`config.mk`:
```
export PLATFORM = sky130hd
export DESIGN_NAME = uart_cmd_engine
export DESIGN_NICKNAME = d
export VERILOG_FILES = /design/src/rtl/uart_cmd_engine.sv
export SDC_FILE = /design/constraint.sdc
export NUM_CORES = 1
export LEC_CHECK = 0
export ABC_AREA = 1
export CAP_MARGIN = 10
export CORE_MARGIN = 3
export CORE_UTILIZATION = 45
export DETAILED_ROUTE_END_ITERATION = 7
export DONT_BUFFER_PORTS = 1
export HOLD_SLACK_MARGIN = 0.03
export SETUP_SLACK_MARGIN = 0.2
export SYNTH_ARGS = -nofsm -noshare
export SYNTH_HDL_FRONTEND = slang
export SYNTH_SLANG_ARGS = --single-unit
```
`constraint.sdc`:
```
create_clock -name clk -period 3.78 [get_ports clk]
set_input_delay 1.134 -clock clk [delete_from_list [all_inputs] [get_ports clk]]
set_output_delay 1.134 -clock clk [all_outputs]
set_load 0.02 [all_outputs]
```
`src/rtl/uart_cmd_engine.sv`:
```
// UART command engine: parses byte-serial commands from a UART receiver and
// performs single/burst SRAM accesses, replying through the UART transmitter.
module uart_cmd_engine #(
  parameter int DATA_W     = 16,
  parameter int ADDR_W     = 16,
  parameter int CNT_W      = 16,
  parameter int RX_TIMEOUT = 5000000
) (
  input  logic              clk,
  input  logic              rst_n,
  input  logic [7:0]        rx_data,
  input  logic              rx_valid,
  output logic [7:0]        tx_data,
  output logic              tx_send,
  input  logic              tx_busy,
  output logic              mem_req,
  output logic              mem_wr,
  output logic [ADDR_W-1:0] mem_addr,
  output logic [DATA_W-1:0] mem_wdata,
  input  logic [DATA_W-1:0] mem_rdata,
  input  logic              mem_ack,
  output logic              busy,
  output logic [7:0]        drop_count
);
  localparam int HW = ADDR_W + CNT_W;
  localparam int TW = $clog2(RX_TIMEOUT + 1);
  localparam logic [7:0] AB = 8'(ADDR_W / 8);
  localparam logic [7:0] CB = 8'(CNT_W / 8);
  localparam logic [7:0] DB = 8'(DATA_W / 8);
  localparam logic [TW-1:0] TLIM = TW'(RX_TIMEOUT - 1);
  localparam logic [7:0] OP_PING = 8'h80, OP_WR = 8'h02, OP_RD = 8'h03;
  localparam logic [7:0] OP_BWR  = 8'h04, OP_BRD = 8'h05;
  localparam logic [7:0] R_ACK = 8'h01, R_CSUM = 8'hFE, R_TOUT = 8'hFD;
  localparam logic [7:0] R_OVR = 8'hFC, R_BAD = 8'hFF;

  typedef enum logic [3:0] {
    S_IDLE, S_HDR, S_WDATA, S_MEM, S_TXDATA, S_TXCSUM, S_RCSUM, S_REPLY, S_GAP
  } state_e;

  state_e            state_q, state_d, ret_q, ret_d;
  logic [7:0]        op_q, op_d;
  logic [HW-1:0]     hdr_q, hdr_d;
  logic [7:0]        bcnt_q, bcnt_d;
  logic [ADDR_W-1:0] addr_q, addr_d;
  logic [CNT_W-1:0]  cnt_q, cnt_d;
  logic [DATA_W-1:0] word_q, word_d;
  logic [7:0]        csum_q, csum_d;
  logic [7:0]        reply_q, reply_d;
  logic              hold_q, hold_d;
  logic              req_q, req_d;
  logic              wr_q, wr_d;
  logic [ADDR_W-1:0] maddr_q, maddr_d;
  logic [DATA_W-1:0] wdata_q, wdata_d;
  logic [7:0]        txd_q, txd_d;
  logic              send_q, send_d;
  logic [TW-1:0]     tmr_q, tmr_d;
  logic [7:0]        drop_q, drop_d;
  logic              busy_q;

  logic [HW-1:0]     hdr_sh_s;
  logic [DATA_W-1:0] word_sh_s;
  logic              is_burst_s;
  logic [7:0]        hdr_need_s;
  logic              timed_s;
  logic              timeout_s;
  logic              drop_st_s;

  assign hdr_sh_s   = (hdr_q << 8) | HW'(rx_data);
  assign word_sh_s  = (word_q << 8) | DATA_W'(rx_data);
  assign is_burst_s = (op_q == OP_BWR) || (op_q == OP_BRD);
  assign hdr_need_s = is_burst_s ? (AB + CB) : AB;
  assign timed_s    = (state_q == S_HDR) || (state_q == S_WDATA) || (state_q == S_RCSUM);
  assign timeout_s  = timed_s && !rx_valid && (tmr_q == TLIM);
  assign drop_st_s  = state_q inside {S_MEM, S_TXDATA, S_TXCSUM, S_REPLY, S_GAP};

  // Next-state, datapath and memory/transmit handshake logic.
  always_comb begin
    state_d = state_q;  ret_d   = ret_q;   op_d    = op_q;    hdr_d   = hdr_q;
    bcnt_d  = bcnt_q;   addr_d  = addr_q;  cnt_d   = cnt_q;   word_d  = word_q;
    csum_d  = csum_q;   reply_d = reply_q; wr_d    = wr_q;    maddr_d = maddr_q;
    wdata_d = wdata_q;  txd_d   = txd_q;   send_d  = 1'b0;
    // An acknowledged request drops next cycle unless a new one is issued below.
    if (req_q && mem_ack) begin
      req_d  = 1'b0;
      hold_d = 1'b0;
    end else begin
      req_d  = req_q;
      hold_d = hold_q;
    end
    if (rx_valid && drop_st_s && (drop_q != 8'hFF)) begin
      drop_d = drop_q + 8'd1;
    end else begin
      drop_d = drop_q;
    end
    if (timed_s && !rx_valid) begin
      tmr_d = tmr_q + TW'(1);
    end else begin
      tmr_d = '0;
    end
    case (state_q)
      S_IDLE: begin
        if (rx_valid) begin
          op_d   = rx_data;
          bcnt_d = 8'd0;
          csum_d = 8'd0;
          hdr_d  = '0;
          case (rx_data)
            OP_PING: begin reply_d = R_ACK; state_d = S_REPLY; end
            OP_WR, OP_RD, OP_BWR, OP_BRD: state_d = S_HDR;
            default: begin reply_d = R_BAD; state_d = S_REPLY; end
          endcase
        end else begin
          state_d = S_IDLE;
        end
      end
      S_HDR: begin
        if (timeout_s) begin
          reply_d = R_TOUT;
          state_d = S_REPLY;
        end else if (rx_valid) begin
          hdr_d  = hdr_sh_s;
          bcnt_d = bcnt_q + 8'd1;
          if (bcnt_q == hdr_need_s - 8'd1) begin
            bcnt_d = 8'd0;
            if (is_burst_s) begin
              addr_d = hdr_sh_s[HW-1 -: ADDR_W];
              cnt_d  = hdr_sh_s[CNT_W-1:0];
            end else begin
              addr_d = hdr_sh_s[ADDR_W-1:0];
              cnt_d  = '0;
            end
            if ((op_q == OP_WR) || (op_q == OP_BWR)) begin
              state_d = S_WDATA;
            end else begin
              req_d   = 1'b1;
              wr_d    = 1'b0;
              maddr_d = addr_d;
              state_d = S_MEM;
            end
          end else begin
            state_d = S_HDR;
          end
        end else begin
          state_d = S_HDR;
        end
      end
      S_WDATA: begin
        if (timeout_s) begin
          reply_d = R_TOUT;
          state_d = S_REPLY;
        end else if (rx_valid) begin
          word_d = word_sh_s;
          csum_d = csum_q ^ rx_data;
          bcnt_d = bcnt_q + 8'd1;
          if (bcnt_q == DB - 8'd1) begin
            bcnt_d = 8'd0;
            if (op_q == OP_WR) begin
              req_d = 1'b1; wr_d = 1'b1; maddr_d = addr_q; wdata_d = word_sh_s;
              state_d = S_MEM;
            end else if (hold_q && !mem_ack) begin
              reply_d = R_OVR;
              state_d = S_REPLY;
            end else begin
              req_d = 1'b1; wr_d = 1'b1; maddr_d = addr_q; wdata_d = word_sh_s;
              hold_d = 1'b1;
              addr_d = addr_q + ADDR_W'(1);
              if (cnt_q == '0) begin
                state_d = S_RCSUM;
              end else begin
                cnt_d = cnt_q - CNT_W'(1);
              end
            end
          end else begin
            state_d = S_WDATA;
          end
        end else begin
          state_d = S_WDATA;
        end
      end
      S_RCSUM: begin
        if (timeout_s) begin
          reply_d = R_TOUT;
          state_d = S_REPLY;
        end else if (rx_valid) begin
          reply_d = (rx_data == csum_q) ? R_ACK : R_CSUM;
          state_d = S_REPLY;
        end else begin
          state_d = S_RCSUM;
        end
      end
      S_MEM: begin
        if (req_q && mem_ack) begin
          if (wr_q) begin
            reply_d = R_ACK;
            state_d = S_REPLY;
          end else begin
            word_d  = mem_rdata;
            bcnt_d  = 8'd0;
            state_d = S_TXDATA;
          end
        end else begin
          state_d = S_MEM;
        end
      end
      S_TXDATA: begin
        if (!tx_busy) begin
          txd_d   = word_q[DATA_W-1 -: 8];
          send_d  = 1'b1;
          csum_d  = csum_q ^ word_q[DATA_W-1 -: 8];
          word_d  = word_q << 8;
          bcnt_d  = bcnt_q + 8'd1;
          state_d = S_GAP;
          if (bcnt_q == DB - 8'd1) begin
            bcnt_d = 8'd0;
            if (op_q == OP_RD) begin
              reply_d = R_ACK;
              ret_d   = S_REPLY;
            end else if (cnt_q == '0) begin
              ret_d = S_TXCSUM;
            end else begin
              cnt_d  = cnt_q - CNT_W'(1);
              addr_d = addr_q + ADDR_W'(1);
              ret_d  = S_MEM;
            end
          end else begin
            ret_d = S_TXDATA;
          end
        end else begin
          state_d = S_TXDATA;
        end
      end
      S_TXCSUM: begin
        if (!tx_busy) begin
          txd_d   = csum_q;
          send_d  = 1'b1;
          reply_d = R_ACK;
          ret_d   = S_REPLY;
          state_d = S_GAP;
        end else begin
          state_d = S_TXCSUM;
        end
      end
      S_REPLY: begin
        // Outstanding writes must complete before the single reply byte goes out.
        if (!tx_busy && !req_q) begin
          txd_d   = reply_q;
          send_d  = 1'b1;
          ret_d   = S_IDLE;
          state_d = S_GAP;
        end else begin
          state_d = S_REPLY;
        end
      end
      S_GAP: begin
        state_d = ret_q;
        if (ret_q == S_MEM) begin
          req_d   = 1'b1;
          wr_d    = 1'b0;
          maddr_d = addr_q;
        end else begin
          req_d = req_d;
        end
      end
      default: state_d = S_IDLE;
    endcase
  end

  // State and datapath registers.
  always_ff @(posedge clk or negedge rst_n) begin
    if (!rst_n) begin
      state_q <= S_IDLE;  ret_q   <= S_IDLE;  op_q    <= 8'd0;  hdr_q   <= '0;
      bcnt_q  <= 8'd0;    addr_q  <= '0;      cnt_q   <= '0;    word_q  <= '0;
      csum_q  <= 8'd0;    reply_q <= 8'd0;    hold_q  <= 1'b0;  req_q   <= 1'b0;
      wr_q    <= 1'b0;    maddr_q <= '0;      wdata_q <= '0;    txd_q   <= 8'd0;
      send_q  <= 1'b0;    tmr_q   <= '0;      drop_q  <= 8'd0;  busy_q  <= 1'b0;
    end else begin
      state_q <= state_d; ret_q   <= ret_d;   op_q    <= op_d;   hdr_q   <= hdr_d;
      bcnt_q  <= bcnt_d;  addr_q  <= addr_d;  cnt_q   <= cnt_d;  word_q  <= word_d;
      csum_q  <= csum_d;  reply_q <= reply_d; hold_q  <= hold_d; req_q   <= req_d;
      wr_q    <= wr_d;    maddr_q <= maddr_d; wdata_q <= wdata_d; txd_q  <= txd_d;
      send_q  <= send_d;  tmr_q   <= tmr_d;   drop_q  <= drop_d;
      busy_q  <= (state_d != S_IDLE);
    end
  end

  assign tx_data    = txd_q;
  assign tx_send    = send_q;
  assign mem_req    = req_q;
  assign mem_wr     = wr_q;
  assign mem_addr   = maddr_q;
  assign mem_wdata  = wdata_q;
  assign busy       = busy_q;
  assign drop_count = drop_q;
endmodule

```
==> impl_metrics.ini, run 1 <==
[yosys]
synthAdderAreaFrac = 0.00843
synth_xor_xnor_area_share = 0.0253
yosysSeqAreaShare = 0.438
muxShareOfSynthArea = 0.00217
synth-simple-area-share = 0.291
yosys.area.top_type = dfrtp_1
synth_cell_types = 41
async_flop_share = 1.00
netlist_area_um2 = 10400
synthFlopType = dfrtp_1
synth_top_family_by_area = simple AND/OR/NAND/NOR gates
yosys_warnings = 0
synth_compound_area_frac = 0.141
synth_top_area_share = 0.438
synth_area_leaders = dfrtp_1, nand2_1, o21ai_0
syn_nets = 1511
synth_edf_count = 0
ys_ff_latch = 182
synth_cells = 1475
syn_avg_cell_area_um2 = 7.04

[setup_path]
crit_type = reg2reg
crit_start = state_q[0]
crit_end = word_q[14]
cp_common_cell = nand2_2
ff2ff_path_depth = 7
cp-start-kind = flip-flop
critPathMaxStageDelay_ns = 0.47
rr_endpoint = word_q[14]
worstPathMaxFanout = 24
required_ns = 4.14
cp_cell_sequence = nor2_1 > nand2_2 > nand2_2 > inv_1 > a21oi_4 > nand2_2 > o21ai_0
critPathCaptureType = flip-flop
cp_slowest_cell = nand2_2
rrSetupSlack_ns = 0.82
reg2reg_from = state_q[0]
cp.arrival_ns = 3.32

[layout]
layout_common_cells = nand2_1, inv_1, o21ai_0
multi_input_area_um2 = 4860
drive_gt1_frac = 0.0461
nFillCells = 2243
nets = 1497
antennaDiodeCount = 0
ff_latch_area_um2 = 4550
final_common_cell = nand2_1
syn2layout_area_growth_pct = 7.66

[clocking]
htree_levels = 4
clk_pin_slew_worst_paths_ns = 0.08
cts-root-buf = clkbuf_16
holdBufCountCts = 0
cts.sinks = 182
post_cts_buffers = 0
cts_tree = yes
clock_path_buffers = 2
cts_buffers = 17
cts_resized = 0
clk_latency_ns = 0.45

[placement]
place_hpwl_um = 20200
port_buffers = 0
gp_congestion = 0.912

[timing]
max_freq_mhz = 338
slew_headroom = 0.412
finalHoldViolations = 0
slew_violations = 0
period_needed_ns = 2.96
tightest_slew_ns = 0.880
fin_crit_sh = 0.783
rsz0062_at_grt = no
tns_ns = 0
clock_skew_ns = 0.0154
hold_ws_ns = 0.381
finalSetupViolCount = 0

[drt]
ant_nets = 0
dr.pass1.iters = 6
num_vias = 9278
routed_wl_um = 28600
vias_per_cell = 5.29
drc = 0
initialDrtViolationCount = 806
wl_per_cell_um = 16.3

[worst_hold_path]
hp-class = in2async

[run_status]
status = finished clean

[floorplan]
rows = 54
fp.dieW_um = 158
initial_core_util = 0.467
coreArea_um2 = 22200
die_h_um = 158
dieArea_um2 = 25000
ios = 81

[global_route]
antenna_found_initial = 0
grt_pass1_vias = 8831
grt_pass1_wl_um = 46900
grtUsageTotal = 0.236
grt_max_degree = 183
grt_overflow = 0

[run]
max-cap-violations = 0

[power]
ir_drop_mv = 0.405
power_leakage_nw = 5.58
power_density_nw_per_um2 = 864
total_power_mw = 9.67
[Yosys cell counts (2+ instances only)]
cell type	instances
nand3_1	110
a221oi_1	2
mux2_2	2
dfrtp_1	182
nor2_1	162
nor3_1	20
buf_1	2
nand2_2	4
o22ai_1	12
o21ai_0	184
nor4_1	2
o211ai_1	3
buf_4	3
a21oi_1	53
o21ai_1	14
nand3_2	3
buf_6	4
inv_2	6
nor2_4	2
a22oi_1	3
or2_2	3
inv_1	197
xor2_1	23
ha_1	7
nand2_1	398
clkbuf_1	22
nand3b_1	3
xnor2_1	7
buf_2	11
nor2_2	4
nand4_1	17
[logic make-up after synthesis]
| group | Yosys count |
|---|---|
| and+or+nand+nor | 729 |
| buffers and inverters | 246 |
| DFF | 182 |
| muxes | 2 |
| xor gates and xnor gates | 30 |
| adders and majority gates | 7 |
| AOI/OAI and AO/OA | 279 |
[layout make-up]
cell class	count	area share
timing repair buffer	9	0.00604
clock buffer	17	0.0380
tap	280	0.0313
multi-input combinational	1047	0.435
inverter	204	0.0684
clock inverter	15	0.0145
sequential	182	0.407
[worst min-delay path by stage]
| stage | start | endpoint | slack [ns] | depth (start not counted) |
|---|---|---|---|---|
| 2_1_floorplan | word_q[0] | word_q[0] | 0.44 | 2 |
| 3_3_place_gp | word_q[4] | word_q[4] | 0.46 | 2 |
| 3_5_place_dp | word_q[4] | word_q[4] | 0.46 | 2 |
| 4_1_cts | rst_n | mem_addr[10] | 0.37 | 0 |
| 5_1_grt | rst_n | mem_addr[10] | 0.36 | 0 |
| 6_report | rst_n | mem_addr[10] | 0.38 | 0 |
[routing by layer]
layer / track usage / vias up / part of all wire
met4: 0.0660 / 0 / 0.018
met1: 0.336 / 4342 / 0.47
met2: 0.372 / 205 / 0.46
met3: 0.0448 / 37 / 0.051
met5: 0 / - / 0
li1: - / 4694 / -
[registers in the layout (all words and copies together), names as in the netlist, 16 cells and up]
register	cells
tmr_q	23
mem_addr	16
word_q	16
mem_wdata	16
cnt_q	16
hdr_q	24
addr_q	16
[power by group]
group / internal [mW] / total, mW / switching, mW
Combinational: 1.33 / 4.27 / 2.93
Clock: 0.940 / 1.81 / 0.875
Sequential: 2.72 / 3.59 / 0.868
[worst max-delay path: cells and delay by family, from the launching register on]
kind                   cells  cell delay (ns)
and+or+nand+nor            4             1.34
AOI/OAI and AO/OA          2             0.63
DFF                        1             0.45
buffers and inverters      1             0.44
[per-stage QoR]
stage                      util  setup slack, ns  area [µm²]  std cells
final                     0.503            0.821       11200       1754
after global routing      0.503            0.596       11200       1754
after CTS                 0.503            0.901       11200       1754
after detailed placement  0.477            0.832       10600       1722
after global placement    0.477            0.889       10600       1722
after floorplan               -             1.47       10400       1475
Power figures use the tool's default switching activity.
==> run 2, diff against run 1 <==
- clock period: 3.78 -> 3 ns (I/O delays scaled with it)
==> run 2 against run 1 <==
Against the previous run: clock power increased by 27%; setup slack got worse by 0.26 ns; combinational power increased by 30%; largest cell class unchanged; largest power group unchanged.
==> impl_metrics.ini, run 2 (synthesized netlist as in run 1, its figures left out) <==
[setup_path]
rr_endpoint = cnt_q[10]
critPathCaptureType = flip-flop
ff2ff_path_depth = 12
reg2reg_from = state_q[0]
rrSetupSlack_ns = 0.56
cp.arrival_ns = 2.77
cp-start-kind = flip-flop
crit_type = reg2reg
worstPathMaxFanout = 34
required_ns = 3.33

[drt]
vias_per_cell = 5.31
drc = 0
dr.pass1.iters = 5
ant_nets = 0
initialDrtViolationCount = 739
routed_wl_um = 29500
wl_per_cell_um = 16.7
num_vias = 9382

[layout]
drive_gt1_frac = 0.0551
final_common_cell = nand2_1
final_core_util = 0.509
syn2layout_area_growth_pct = 8.86
antennaDiodeCount = 0
layout_common_cells = nand2_1, inv_1, o21ai_0
postLayoutCellArea_um2 = 11300
largestRegisters = hdr_q x24, tmr_q x23
nets = 1512
nFillCells = 2217
regMostFlops = hdr_q
largest_reg_flops = 24

[global_route]
grtUsageTotal = 0.244
grt_pass1_vias = 9120
grt_overflow = 0
grt_max_degree = 183
antenna_found_initial = 0
grt_pass1_wl_um = 48200

[timing]
finalSetupViolCount = 0
fin_crit_sh = 0.814
tns_ns = 0
tightest_slew_ns = 0.537
rsz0062_at_grt = no
fin_ws_ns = 0.558
period_needed_ns = 2.44
max_freq_mhz = 410
clock_skew_ns = 0.0114
finalHoldViolations = 0
slew_violations = 0
slew_headroom = 0.641

[clocking]
post_cts_buffers = 0
cts_tree = yes
cts.sinks = 182
holdBufCountCts = 0
htree_levels = 4
clk_pin_slew_worst_paths_ns = 0.07
cts-root-buf = clkbuf_16
cts_buffers = 17
clock_path_buffers = 2
clk_latency_ns = 0.44

[power]
power_leakage_nw = 5.66
power_density_nw_per_um2 = 1090
ir_drop_mv = 0.497

[placement]
gp_congestion = 0.993
dpl-instance-area_um2 = 10700
dp_slack_ns = 0.490
port_buffers = 0
place_hpwl_um = 21200

[floorplan]
rows = 54
ios = 81
die_h_um = 158
coreArea_um2 = 22200
dieArea_um2 = 25000
initial_core_util = 0.467
fp.dieW_um = 158

[run_status]
status = finished clean

[worst_hold_path]
hp-class = in2async

[run]
max-cap-violations = 0
run 2: cell types whose count changed in the layout (fill, tap and decap cells not counted):
cell,change
buf_6,+1
clkbuf_8,+1
nand2_1,-1
bufinv_16,+1
nand2_2,+1
inv_8,-3
clkbuf_1,+1
nand3_2,-1
buf_4,+14
nand3_4,+1
clkinv_8,-1
clkinv_4,+1
clkinvlp_4,-1
run 2: where the power goes:
| part | leakage (nW) | switching [mW] | internal [mW] |
|---|---|---|---|
| clock network | 0.283 | 1.03 | 1.26 |
| registers | 2.32 | 1.10 | 3.43 |
| logic | 3.06 | 3.77 | 1.77 |
| total | 5.66 | 5.90 | 6.47 |
run 2: worst max-delay path by stage:
| stage | start | slack [ns] | end | cells past startpoint |
|---|---|---|---|---|
| 6_report | state_q[0] | 0.56 | cnt_q[10] | 12 |
| 5_1_grt | state_q[0] | 0.26 | addr_q[4] | 11 |
| 4_1_cts | state_q[0] | 0.48 | cnt_q[3] | 12 |
| 3_5_place_dp | state_q[0] | 0.49 | cnt_q[3] | 12 |
| 3_3_place_gp | state_q[1] | 0.61 | cnt_q[12] | 12 |
| 2_1_floorplan | rx_valid | 0.93 | word_q[13] | 9 |
run 2: worst max-delay path: stages, from the launching register on:
cell and delay, ns:
dfrtp_1 0.45, inv_2 0.18, nor2_1 0.27, nand2_1 0.19
inv_2 0.22, nor2_1 0.07, nor2_1 0.14, nand3_1 0.15
nor2_4 0.13, buf_6 0.26, nand3_1 0.11, nand2_1 0.09
inv_1 0.04
run 2: area by class of cell:
type | instances | area [µm²] | area share
clock inverter | 12 | 144 | 0.0127
timing repair buffer | 24 | 184 | 0.0163
multi-input combinational | 1047 | 4870 | 0.431
sequential | 182 | 4550 | 0.403
tap | 280 | 350 | 0.0310
inverter | 204 | 766 | 0.0677
clock buffer | 19 | 443 | 0.0392
run 2: routing by layer:
metal,routed length (µm),vias up,GRT usage,share of wire
li1,-,4727,-,-
met1,13500,4387,0.334,0.46
met2,13800,233,0.391,0.47
met3,1690,35,0.0590,0.057
met4,550,0,0.0643,0.019
met5,0,-,0,0
run 2: timing repair:
| action | 4_1_cts | 5_1_grt |
|---|---|---|
| endpoints found under the setup margin | 0 | 18 |
| gates resized for setup | 0 | 3 |
| endpoints found under the hold margin | 0 | 0 |
run 2: stage by stage:
step	cells	hold slack [ns]	power [mW]
2_1_floorplan	1475	0.442	8.62
3_3_place_gp	1737	0.456	9.96
3_5_place_dp	1737	0.458	10.1
4_1_cts	1768	0.143	12.4
5_1_grt	1768	0.131	13.6
6_report	1768	0.158	12.4
